### src/rtl/mmio_port_controller.sv
// Memory-mapped I/O block on the MEM-stage bus: output port, synchronized input
// port with change flag, compare-match timer and a level interrupt.
module mmio_port_controller #(
  parameter logic [31:0] BASE_ADDR = 32'h1001_0100,
  parameter int          IN_WIDTH  = 8
) (
  input  logic                clk,
  input  logic                reset,
  input  logic [31:0]         Address,
  input  logic [31:0]         WriteData,
  input  logic                MemWrite,
  input  logic                MemRead,
  input  logic [IN_WIDTH-1:0] PortIn,
  output logic [31:0]         ReadData,
  output logic                IOSelect,
  output logic [31:0]         PortOut,
  output logic                Irq
);

  localparam logic [2:0] REG_PORT_OUT = 3'd0;
  localparam logic [2:0] REG_PORT_IN  = 3'd1;
  localparam logic [2:0] REG_STATUS   = 3'd2;
  localparam logic [2:0] REG_CTRL     = 3'd3;
  localparam logic [2:0] REG_TMR_CMP  = 3'd4;
  localparam logic [2:0] REG_TMR_CNT  = 3'd5;

  logic [31:0]         r_port_out;
  logic [IN_WIDTH-1:0] r_s1, r_s2, r_s3;
  logic [1:0]          r_status;
  logic [2:0]          r_ctrl;
  logic [31:0]         r_cmp;
  logic [31:0]         r_cnt;

  logic        w_sel;
  logic [2:0]  w_idx;
  logic        w_wr;
  logic        w_cnt_wr;
  logic        w_match;
  logic [1:0]  w_status_set;
  logic [1:0]  w_status_clr;
  logic [31:0] w_in_ext;
  logic [31:0] w_rdata;
  logic        w_unused_addr;

  assign w_sel         = (Address[31:5] == BASE_ADDR[31:5]);
  assign w_idx         = Address[4:2];
  assign w_wr          = w_sel & MemWrite;
  assign w_unused_addr = ^Address[1:0];
  assign w_in_ext      = 32'(r_s2);

  // A CPU write to the counter pre-empts both the increment and the match.
  assign w_cnt_wr      = w_wr && (w_idx == REG_TMR_CNT);
  assign w_match       = r_ctrl[0] && !w_cnt_wr && (r_cnt == r_cmp);

  assign w_status_set  = {w_match, (r_s2 != r_s3)};
  assign w_status_clr  = (w_wr && (w_idx == REG_STATUS)) ? WriteData[1:0] : 2'b00;

  always_comb begin
    w_rdata = 32'h0;
    if (w_sel && MemRead) begin
      case (w_idx)
        REG_PORT_OUT: w_rdata = r_port_out;
        REG_PORT_IN:  w_rdata = w_in_ext;
        REG_STATUS:   w_rdata = {30'h0, r_status};
        REG_CTRL:     w_rdata = {29'h0, r_ctrl};
        REG_TMR_CMP:  w_rdata = r_cmp;
        REG_TMR_CNT:  w_rdata = r_cnt;
        default:      w_rdata = 32'h0;
      endcase
    end
  end

  always_ff @(posedge clk or negedge reset) begin
    if (!reset) begin
      r_port_out <= 32'h0;
      r_s1       <= '0;
      r_s2       <= '0;
      r_s3       <= '0;
      r_status   <= 2'b00;
      r_ctrl     <= 3'b000;
      r_cmp      <= 32'hFFFF_FFFF;
      r_cnt      <= 32'h0;
    end else begin
      r_s1 <= PortIn;
      r_s2 <= r_s1;
      r_s3 <= r_s2;

      if (w_wr && (w_idx == REG_PORT_OUT)) r_port_out <= WriteData;
      if (w_wr && (w_idx == REG_CTRL))     r_ctrl     <= WriteData[2:0];
      if (w_wr && (w_idx == REG_TMR_CMP))  r_cmp      <= WriteData;

      if (w_cnt_wr)
        r_cnt <= WriteData;
      else if (r_ctrl[0])
        r_cnt <= w_match ? 32'h0 : r_cnt + 32'd1;

      // Set beats clear when both land on the same edge.
      r_status <= w_status_set | (r_status & ~w_status_clr);
    end
  end

  assign ReadData = w_rdata;
  assign IOSelect = w_sel;
  assign PortOut  = r_port_out;
  assign Irq      = (r_status[0] & r_ctrl[1]) | (r_status[1] & r_ctrl[2]);

endmodule

### config.mk
export PLATFORM = sky130hd
export DESIGN_NAME = mmio_port_controller
export DESIGN_NICKNAME = d
export VERILOG_FILES = /design/src/rtl/mmio_port_controller.sv
export SDC_FILE = /design/constraint.sdc
export NUM_CORES = 1
export LEC_CHECK = 0
export ABC_AREA = 0
export BUFFER_PORTS_ARGS = -buffer_cell sky130_fd_sc_hd__buf_2
export CORE_ASPECT_RATIO = 1.2
export CORE_MARGIN = 10
export CORE_UTILIZATION = 30
export DETAILED_ROUTE_END_ITERATION = 16
export PLACE_DENSITY = 0.57
export SLEW_MARGIN = 0
export SYNTH_ARGS = -nofsm -noshare
export SYNTH_HDL_FRONTEND = slang
export SYNTH_SLANG_ARGS = --single-unit
### constraint.sdc
create_clock -name clk -period 2.6 [get_ports clk]
set_clock_uncertainty 0.15 [all_clocks]
set_input_delay 0.26 -clock clk [delete_from_list [all_inputs] [get_ports clk]]
set_output_delay 0.26 -clock clk [all_outputs]
set_load 0.1 [all_outputs]
==> impl_results.html, run 1 <==
<table>
<tr><th>Metric</th><th>Value</th></tr>
<tr><th colspan="2">Outcome</th></tr>
<tr><td>Result of the run</td><td>finished clean</td></tr>
<tr><th colspan="2">Detailed routing</th></tr>
<tr><td>Final wirelength</td><td>21,600 µm</td></tr>
<tr><td>First-iteration detailed-routing DRC count</td><td>380</td></tr>
<tr><td>Number of nets with antenna violations after routing</td><td>0</td></tr>
<tr><td>Top Layer Used</td><td>met4</td></tr>
<tr><td>Met3 wire length</td><td>1560 µm</td></tr>
<tr><td>Routed met2 length</td><td>10,400 µm</td></tr>
<tr><td>DRC violation count after routing</td><td>0</td></tr>
<tr><td>Mean routed wirelength per cell</td><td>19.0 µm</td></tr>
<tr><td>Number of vias in the routed layout</td><td>around 5.7k</td></tr>
<tr><td>Detailed Routing Iterations Pass 1</td><td>4</td></tr>
<tr><td>Via-to-Cell Ratio</td><td>5.02</td></tr>
<tr><td>Met1 wire length</td><td>9280 µm</td></tr>
<tr><th colspan="2">Place</th></tr>
<tr><td>Port buffer count</td><td>139</td></tr>
<tr><td>Number of cells in the design after placement</td><td>1,063</td></tr>
<tr><td>RePlAce Congestion</td><td>0.835</td></tr>
<tr><td>Setup WS pre-CTS</td><td>114 ps</td></tr>
<tr><td>Post-DP HPWL</td><td>15,600 µm</td></tr>
<tr><th colspan="2">Pwr</th></tr>
<tr><td>Tot Pwr</td><td>around 4.8 mW</td></tr>
<tr><td>Power per standard cell area</td><td>492 mW/mm²</td></tr>
<tr><td>Maximum vdd ir drop</td><td>0.000481 V</td></tr>
<tr><td>Leakage power of the design</td><td>roughly 4.3 nW</td></tr>
<tr><th colspan="2">STA</th></tr>
<tr><td>Minimum setup slack in the final design</td><td>166 ps</td></tr>
<tr><td>Actual transition at the worst max-transition pin</td><td>1070 ps</td></tr>
<tr><td>Period utilization</td><td>0.936</td></tr>
<tr><td>Final number of setup-violating endpoints</td><td>0</td></tr>
<tr><td>Min Clock Period, post-route</td><td>2430 ps</td></tr>
<tr><td>Fmax</td><td>411 MHz</td></tr>
<tr><td>Normalized max-slew margin</td><td>0.288</td></tr>
<tr><td>Final Max Tran Viols</td><td>0</td></tr>
<tr><td>Setup repair after global routing missed its margin</td><td>no</td></tr>
<tr><td>Total Neg Setup Slack</td><td>0 ps</td></tr>
<tr><td>Number of hold violations in the final report</td><td>0</td></tr>
<tr><th colspan="2">Yosys</th></tr>
<tr><td>Sequential fraction of the synthesis area</td><td>0.463</td></tr>
<tr><td>Cell types occupying the most area after synthesis</td><td>sky130_fd_sc_hd__dfrtp_1, sky130_fd_sc_hd__dfstp_2, sky130_fd_sc_hd__mux2_2</td></tr>
<tr><td>Number of nets produced by synthesis</td><td>just over 700</td></tr>
<tr><td>Syn Area/Cell</td><td>around 11 µm²</td></tr>
<tr><td>Synthesized area</td><td>0.00684 mm²</td></tr>
<tr><td>Fraction of synthesized cell area taken by the top area cell type</td><td>0.340</td></tr>
<tr><td>Post-synth EDFFs</td><td>0</td></tr>
<tr><td>Dominant cell type by area after synthesis</td><td>sky130_fd_sc_hd__dfrtp_1</td></tr>
<tr><td>Number of instances in the synthesized netlist</td><td>646</td></tr>
<tr><td>Proportion of register bits with asynchronous set or reset after synthesis</td><td>1.00</td></tr>
<tr><td>#FFs+latches synth</td><td>125</td></tr>
<tr><td>Number of distinct standard cells referenced by the synthesized netlist</td><td>59</td></tr>
<tr><td>Yosys warning total</td><td>0</td></tr>
<tr><td>Most frequently used flop master after synthesis</td><td>sky130_fd_sc_hd__dfrtp_1</td></tr>
<tr><th colspan="2">Worst setup path</th></tr>
<tr><td>Data required time at the worst endpoint</td><td>2730 ps</td></tr>
<tr><td>Endpoint arrival time on the critical path</td><td>2560 ps</td></tr>
<tr><td>Nature of the critical path endpoint</td><td>flop</td></tr>
<tr><td>Largest driver fanout on the critical path</td><td>14</td></tr>
<tr><td>Setup Crit Path Kind</td><td>flop to flop</td></tr>
<tr><td>Launching element type of the critical path</td><td>flop</td></tr>
<tr><th colspan="2">Floorplanning</th></tr>
<tr><td>Die X</td><td>158 µm</td></tr>
<tr><td>Die Area</td><td>0.0293 mm²</td></tr>
<tr><td>Initial core utilization</td><td>0.305</td></tr>
<tr><td>Core Region</td><td>0.0224 mm²</td></tr>
<tr><td>I/O pin count</td><td>142</td></tr>
<tr><td>Number of core rows</td><td>60</td></tr>
<tr><td>Vertical extent of the die</td><td>185 µm</td></tr>
<tr><th colspan="2">Cells and area</th></tr>
<tr><td>Number of diodes added for antenna fixing</td><td>0</td></tr>
<tr><td>Most frequent cells in the layout</td><td>sky130_fd_sc_hd__buf_2, sky130_fd_sc_hd__dfrtp_1, sky130_fd_sc_hd__nor2_1</td></tr>
<tr><td>Core utilization of the finished layout</td><td>0.434</td></tr>
<tr><td>Area growth syn-to-layout</td><td>42.4%</td></tr>
<tr><td>Fraction of layout instances using a drive strength above 1</td><td>0.394</td></tr>
<tr><td>Commonest non-fill, non-tap cell in the layout</td><td>sky130_fd_sc_hd__buf_2</td></tr>
<tr><td>NumNets Final</td><td>921</td></tr>
<tr><td>Final instance count without filler cells</td><td>1,136</td></tr>
<tr><th colspan="2">CTS</th></tr>
<tr><td>Number of buffers created by CTS</td><td>17</td></tr>
<tr><td>CTS root buf</td><td>sky130_fd_sc_hd__clkbuf_16</td></tr>
<tr><td>CTS tree</td><td>built</td></tr>
<tr><td>Clock sink count</td><td>125</td></tr>
<tr><td>CTS H-tree depth</td><td>4</td></tr>
<tr><td>Clock tree buffer depth</td><td>2</td></tr>
<tr><td>Clock slew seen by the registers of the worst setup and hold paths</td><td>60 ps</td></tr>
<tr><td>Later-pin clock latency in the skew report</td><td>around 420 ps</td></tr>
<tr><th colspan="2">GRT</th></tr>
<tr><td>Largest net degree at the start of global routing</td><td>64</td></tr>
<tr><td>Remaining Overflow, GRT</td><td>0</td></tr>
<tr><td>Via count of the first global-routing pass</td><td>6,023</td></tr>
<tr><td>First-pass GRT wire length</td><td>33,900 µm</td></tr>
<tr><td>Number of antenna violations at the first check in global routing</td><td>0</td></tr>
<tr><td>Total GRT Usage</td><td>0.150</td></tr>
<tr><th colspan="2">Hold path</th></tr>
<tr><td>Class of the tightest hold or removal check</td><td>input pin to asynchronous set/reset pin</td></tr>
<tr><th colspan="2">Job</th></tr>
<tr><td>Max Cap Violations</td><td>0</td></tr>
</table>
## cells by family after synthesis
kind of cell	after synthesis	synth area share
XOR/XNOR	41	0.0525
buffers and inverters	45	0.0381
adder cells (fa/ha/maj)	1	0.00183
flip-flops	125	0.463
multiplexers	100	0.174
AND/OR/NAND/NOR	221	0.172
AO/OA/AOI/OAI	113	0.0986
## state kept, by name, indices dropped and copies added, names as in the netlist
register and cells:
r_cmp 32, r_s2 8, r_cnt 32, r_ctrl 3, r_s1 8, PortOut 32, r_s3 8, r_status 2
## critical path, stage by stage, from the launching register on
cell and delay (ps):
sky130_fd_sc_hd__dfstp_2 550, sky130_fd_sc_hd__xnor2_1 180, sky130_fd_sc_hd__nand4_1 150, sky130_fd_sc_hd__nor4_2 360
sky130_fd_sc_hd__and2_4 230, sky130_fd_sc_hd__buf_4 190, sky130_fd_sc_hd__nand2b_4 180, sky130_fd_sc_hd__a2bb2oi_1 210
sky130_fd_sc_hd__a21oi_1 90
## layout make-up
cell class	count	area, µm²
inverters	7	26.3
clock buffers	21	460
clock inverters	11	165
flip-flops and latches	125	3170
multi-input cells	476	3690
repair buffers	217	1880
well taps	279	349
fillers	2131	12700
## where the power goes
group          switching, mW  internal, mW  total, mW  leakage, nW
Combinational          0.145         0.131      0.276         2.43
Clock                  0.886          1.65       2.53        0.295
Sequential            0.0125          1.97       1.98         1.55
## cells in the mapped netlist, types with 11 or more instances
master / number
sky130_fd_sc_hd__nor2_1: 99
sky130_fd_sc_hd__and3_1: 16
sky130_fd_sc_hd__dfrtp_1: 93
sky130_fd_sc_hd__clkbuf_1: 16
sky130_fd_sc_hd__mux2_1: 30
sky130_fd_sc_hd__mux2i_1: 23
sky130_fd_sc_hd__o21ai_0: 25
sky130_fd_sc_hd__mux2_2: 39
sky130_fd_sc_hd__nand2_1: 28
sky130_fd_sc_hd__xnor2_1: 40
sky130_fd_sc_hd__a21oi_1: 45
sky130_fd_sc_hd__a31oi_1: 11
sky130_fd_sc_hd__nand4_1: 16
sky130_fd_sc_hd__dfstp_2: 32
## worst paths after layout
check                               start           to  slack (ps)  cells after the start
min in group clk                 MemWrite  r_status[1]         190                      5
worst max-delay path            r_cmp[16]    r_cnt[21]         170                      8
worst max register to register  r_cmp[16]    r_cnt[21]         170                      8
worst min-delay path                reset      r_s2[6]         110                      2
max in group asynchronous           reset     r_cmp[4]        1470                      3
worst min register to register    r_s1[5]      r_s2[5]         190                      0
## metal layers
layer	vias up	track usage
met1	2791	0.187
met2	161	0.245
met5	-	0
met3	24	0.0395
met4	0	0.0524
li1	2730	-
## repair_timing
action | in CTS | in global routing
resized for setup | 0 | 3
endpoints found under the hold margin | 195 | 0
buffers inserted | 0 | 0
setup endpoints to repair | 0 | 12
hold buffers | 41 | 0
## through the flow
stage               hold slack (ps)  cell area [µm²]
floorplan                      -186             7150
global placement               1.31             8690
detailed placement             1.47             8690
CTS                             107             9730
global route                    145             9740
finish                          110             9740
(Power assumes the default switching activity.)
==> run 2: changes to the inputs <==
--- a/config.mk
+++ b/config.mk
@@ -11,7 +11,7 @@
 export CORE_MARGIN = 10
 export CORE_UTILIZATION = 30
 export DETAILED_ROUTE_END_ITERATION = 16
-export PLACE_DENSITY = 0.57
+export PLACE_DENSITY = 0.59
 export SLEW_MARGIN = 0
 export SYNTH_ARGS = -nofsm -noshare
 export SYNTH_HDL_FRONTEND = slang
==> constraint.sdc (replaced) <==
create_clock -name clk -period 2 [get_ports clk]
set_clock_uncertainty 0.15 [all_clocks]
set_input_delay 0.2 -clock clk [delete_from_list [all_inputs] [get_ports clk]]
set_output_delay 0.2 -clock clk [all_outputs]
set_load 0.05 [all_outputs]
==> run 2 against run 1 <==
Net effect:
- the flow now finishes with violations (negative setup slack)
- total power grew 27%
- die area did not move
- critical path depth is the same
- design area up 18%
- utilization is 7.7 points higher
- largest cell class unchanged
- clock power rose by 21%
- via count is 11% higher
- wire length is 15% higher
- cell count is 11% higher
==> impl_results.html, run 2 (same netlist as run 1, synthesis figures left out) <==
<table>
<tr><th>Metric</th><th>Value</th></tr>
<tr><th colspan="2">Outcome</th></tr>
<tr><td>Result of the run</td><td>finished, violations left</td></tr>
<tr><td>Failing checks</td><td>negative setup slack</td></tr>
<tr><th colspan="2">Worst setup path</th></tr>
<tr><td>Cell at the slowest stage of the critical path</td><td>sky130_fd_sc_hd__dfstp_2</td></tr>
<tr><td>Largest driver fanout on the critical path</td><td>10 (-4)</td></tr>
<tr><td>Data required time at the worst endpoint</td><td>2150 ps (-580 ps)</td></tr>
<tr><td>Endpoint arrival time on the critical path</td><td>2490 ps (-70 ps)</td></tr>
<tr><td>Reg-to-Reg Start</td><td>r_cmp[4]</td></tr>
<tr><td>Worst Reg-to-Reg Cells</td><td>8 (unchanged)</td></tr>
<tr><td>Startpoint of the worst setup timing path</td><td>r_cmp[4]</td></tr>
<tr><td>Setup Crit Path Kind</td><td>flop to flop</td></tr>
<tr><td>Critical path, cell by cell</td><td>xnor2_2 &gt; nand4_1 &gt; nor4_2 &gt; and2_4 &gt; buf_6 &gt; nor2_4 &gt; a221oi_2 &gt; a21oi_1</td></tr>
<tr><td>Endpoint of the lowest-slack register-to-register path</td><td>r_cnt[12]</td></tr>
<tr><td>Nature of the critical path endpoint</td><td>flop</td></tr>
<tr><td>Launching element type of the critical path</td><td>flop</td></tr>
<tr><td>Largest stage delay, worst path</td><td>560 ps (about the same)</td></tr>
<tr><td>Endpoint of the worst setup timing path</td><td>r_cnt[12]</td></tr>
<tr><td>Flop2flop setup slack</td><td>-340 ps (-500 ps)</td></tr>
<tr><th colspan="2">Floorplanning</th></tr>
<tr><td>Number of core rows</td><td>60 (unchanged)</td></tr>
<tr><td>Initial core utilization</td><td>0.305 (unchanged)</td></tr>
<tr><td>Core Region</td><td>0.0224 mm² (unchanged)</td></tr>
<tr><td>Die X</td><td>158 µm (unchanged)</td></tr>
<tr><td>I/O pin count</td><td>142 (unchanged)</td></tr>
<tr><td>Die Area</td><td>0.0293 mm² (unchanged)</td></tr>
<tr><td>Vertical extent of the die</td><td>185 µm (unchanged)</td></tr>
<tr><th colspan="2">Cells and area</th></tr>
<tr><td>Fill cells</td><td>1,945 (-8.7%)</td></tr>
<tr><td>NumNets Final</td><td>1,042 (+13%)</td></tr>
<tr><td>Multi-input logic area</td><td>0.00431 mm² (+17%)</td></tr>
<tr><td>Commonest non-fill, non-tap cell in the layout</td><td>sky130_fd_sc_hd__buf_4</td></tr>
<tr><td>Register Area</td><td>0.00317 mm² (+0.12%)</td></tr>
<tr><td>Fraction of layout instances using a drive strength above 1</td><td>0.564 (+0.170)</td></tr>
<tr><td>Most frequent cells in the layout</td><td>sky130_fd_sc_hd__buf_4, sky130_fd_sc_hd__buf_2, sky130_fd_sc_hd__dfrtp_1</td></tr>
<tr><td>Number of diodes added for antenna fixing</td><td>0 (unchanged)</td></tr>
<tr><td>Area growth syn-to-layout</td><td>67.7%</td></tr>
<tr><th colspan="2">CTS</th></tr>
<tr><td>Number of buffers created by CTS</td><td>17 (unchanged)</td></tr>
<tr><td>CTS root buf</td><td>sky130_fd_sc_hd__clkbuf_16</td></tr>
<tr><td>Later-pin clock latency in the skew report</td><td>430 ps (about the same)</td></tr>
<tr><td>CTS H-tree depth</td><td>4 (unchanged)</td></tr>
<tr><td>CTS tree</td><td>built</td></tr>
<tr><td>Clock sink count</td><td>125 (unchanged)</td></tr>
<tr><td>Clock slew seen by the registers of the worst setup and hold paths</td><td>60 ps (about the same)</td></tr>
<tr><td>Clock tree buffer depth</td><td>2 (unchanged)</td></tr>
<tr><th colspan="2">STA</th></tr>
<tr><td>Setup repair after global routing missed its margin</td><td>yes</td></tr>
<tr><td>Final Max Tran Viols</td><td>0 (unchanged)</td></tr>
<tr><td>Min Clock Period, post-route</td><td>2340 ps (-98.0 ps)</td></tr>
<tr><td>Actual transition at the worst max-transition pin</td><td>576 ps (-491 ps)</td></tr>
<tr><td>Fmax</td><td>428 MHz (+4.2%)</td></tr>
<tr><td>Final number of setup-violating endpoints</td><td>100 (+100)</td></tr>
<tr><td>Period utilization</td><td>1.17 (+0.232)</td></tr>
<tr><td>Minimum setup slack in the final design</td><td>-336 ps (-502 ps)</td></tr>
<tr><td>Number of hold violations in the final report</td><td>0 (unchanged)</td></tr>
<tr><td>Normalized max-slew margin</td><td>0.616 (+0.328)</td></tr>
<tr><th colspan="2">Place</th></tr>
<tr><td>Port buffer count</td><td>139 (unchanged)</td></tr>
<tr><td>RePlAce Congestion</td><td>0.838 (+0.44%)</td></tr>
<tr><td>Post-DP HPWL</td><td>17,100 µm (+9.9%)</td></tr>
<tr><td>Setup WS pre-CTS</td><td>-356 ps (-471 ps)</td></tr>
<tr><th colspan="2">Hold path</th></tr>
<tr><td>Class of the tightest hold or removal check</td><td>input pin to asynchronous set/reset pin</td></tr>
<tr><th colspan="2">Detailed routing</th></tr>
<tr><td>Via-to-Cell Ratio</td><td>5.05 (+0.54%)</td></tr>
<tr><td>Detailed Routing Iterations Pass 1</td><td>5 (+1)</td></tr>
<tr><td>Mean routed wirelength per cell</td><td>19.8 µm (+4.4%)</td></tr>
<tr><td>Met3 wire length</td><td>1650 µm (+5.9%)</td></tr>
<tr><td>First-iteration detailed-routing DRC count</td><td>410 (+7.9%)</td></tr>
<tr><td>Final wirelength</td><td>24,900 µm (+15%)</td></tr>
<tr><td>DRC violation count after routing</td><td>0 (unchanged)</td></tr>
<tr><td>Top Layer Used</td><td>met4</td></tr>
<tr><td>Number of nets with antenna violations after routing</td><td>0 (unchanged)</td></tr>
<tr><td>Routed met2 length</td><td>12,300 µm (+19%)</td></tr>
<tr><td>Number of vias in the routed layout</td><td>6,348 (+11%)</td></tr>
<tr><td>Met1 wire length</td><td>10,500 µm (+13%)</td></tr>
<tr><th colspan="2">GRT</th></tr>
<tr><td>Via count of the first global-routing pass</td><td>6,785 (+13%)</td></tr>
<tr><td>Largest net degree at the start of global routing</td><td>49 (-23%)</td></tr>
<tr><td>Number of antenna violations at the first check in global routing</td><td>0 (unchanged)</td></tr>
<tr><td>Total GRT Usage</td><td>0.166 (+0.0157)</td></tr>
<tr><td>First-pass GRT wire length</td><td>37,600 µm (+11%)</td></tr>
<tr><td>Remaining Overflow, GRT</td><td>0 (unchanged)</td></tr>
<tr><th colspan="2">Pwr</th></tr>
<tr><td>Maximum vdd ir drop</td><td>0.000566 V (+18%)</td></tr>
<tr><td>Leakage power of the design</td><td>5.07 nW (+19%)</td></tr>
<tr><td>Power per standard cell area</td><td>529 mW/mm² (+7.5%)</td></tr>
<tr><td>Tot Pwr</td><td>6.06 mW (+27%)</td></tr>
<tr><th colspan="2">Job</th></tr>
<tr><td>Max Cap Violations</td><td>0 (unchanged)</td></tr>
</table>
-- run 2: changes by cell type in the layout (fill, tap and decap cells not counted), sizes merged --
| cell | delta |
|---|---|
| bufinv | -2 |
| buf | +117 |
| nor2 | +1 |
| clkbuf | +3 |
| clkinvlp | -1 |
| clkinv | +3 |
-- run 2: area by class of cell --
type                    instances  area share
clock buffers                  21      0.0410
clock inverters                11      0.0101
inverters                       7     0.00229
multi-input cells             477       0.376
flip-flops and latches        125       0.277
well taps                     279      0.0304
repair buffers                337       0.264
-- run 2: worst min-delay path by stage --
stage | startpoint | endpoint | slack [ps] | depth (start not counted)
after floorplan | reset | PortOut[0] | -250 | 0
after global placement | reset | r_s2[6] | -40 | 1
after detailed placement | reset | r_s1[6] | -40 | 1
after CTS | reset | PortOut[6] | 60 | 2
after global routing | reset | PortOut[6] | 80 | 2
final | reset | PortOut[6] | 60 | 2
-- run 2: per-layer routing --
metal / vias to the layer above / global-route usage
met4: 0 / 0.0551
met5: - / 0
met3: 31 / 0.0406
met2: 207 / 0.278
met1: 3140 / 0.203
li1: 2970 / -
-- run 2: per-stage QoR --
step                hold slack (ps)  cell area, µm²   util  TNS (ps)  cells
detailed placement            -41.0            9270  0.413    -25720   1156
global placement              -41.8            9270  0.413    -22140   1156
CTS                            59.8           10900  0.487     -9020   1249
finish                         57.7           11500  0.511     -9960   1257
global route                   79.1           11500  0.511    -17620   1257
floorplan                      -246            7320      -    -14730    646
-- run 2: what timing repair did --
item | 4_1_cts | 5_1_grt
setup endpoints to repair | 65 | 120
resized for setup | 117 | 108
cloned | 4 | 5
buffers inserted | 18 | 7
endpoints found under the hold margin | 202 | 0
pin swaps | 40 | 34
hold buffers | 41 | 0
-- run 2: critical path: cells and delay by family (launching register included) --
family                 cells  cell delay (ps)
AO/OA/AOI/OAI              2              370
flip-flops                 1              560
AND/OR/NAND/NOR            4              830
XOR/XNOR                   1              140
buffers and inverters      1              140
-- run 2: where the power goes --
| part | leakage (nW) | total (mW) | internal, mW | switching, mW |
|---|---|---|---|---|
| logic | 3.24 | 0.419 | 0.204 | 0.215 |
| registers | 1.54 | 2.57 | 2.56 | 0.0158 |
| clock network | 0.285 | 3.07 | 1.92 | 1.15 |
| total | 5.07 | 6.06 | 4.68 | 1.38 |
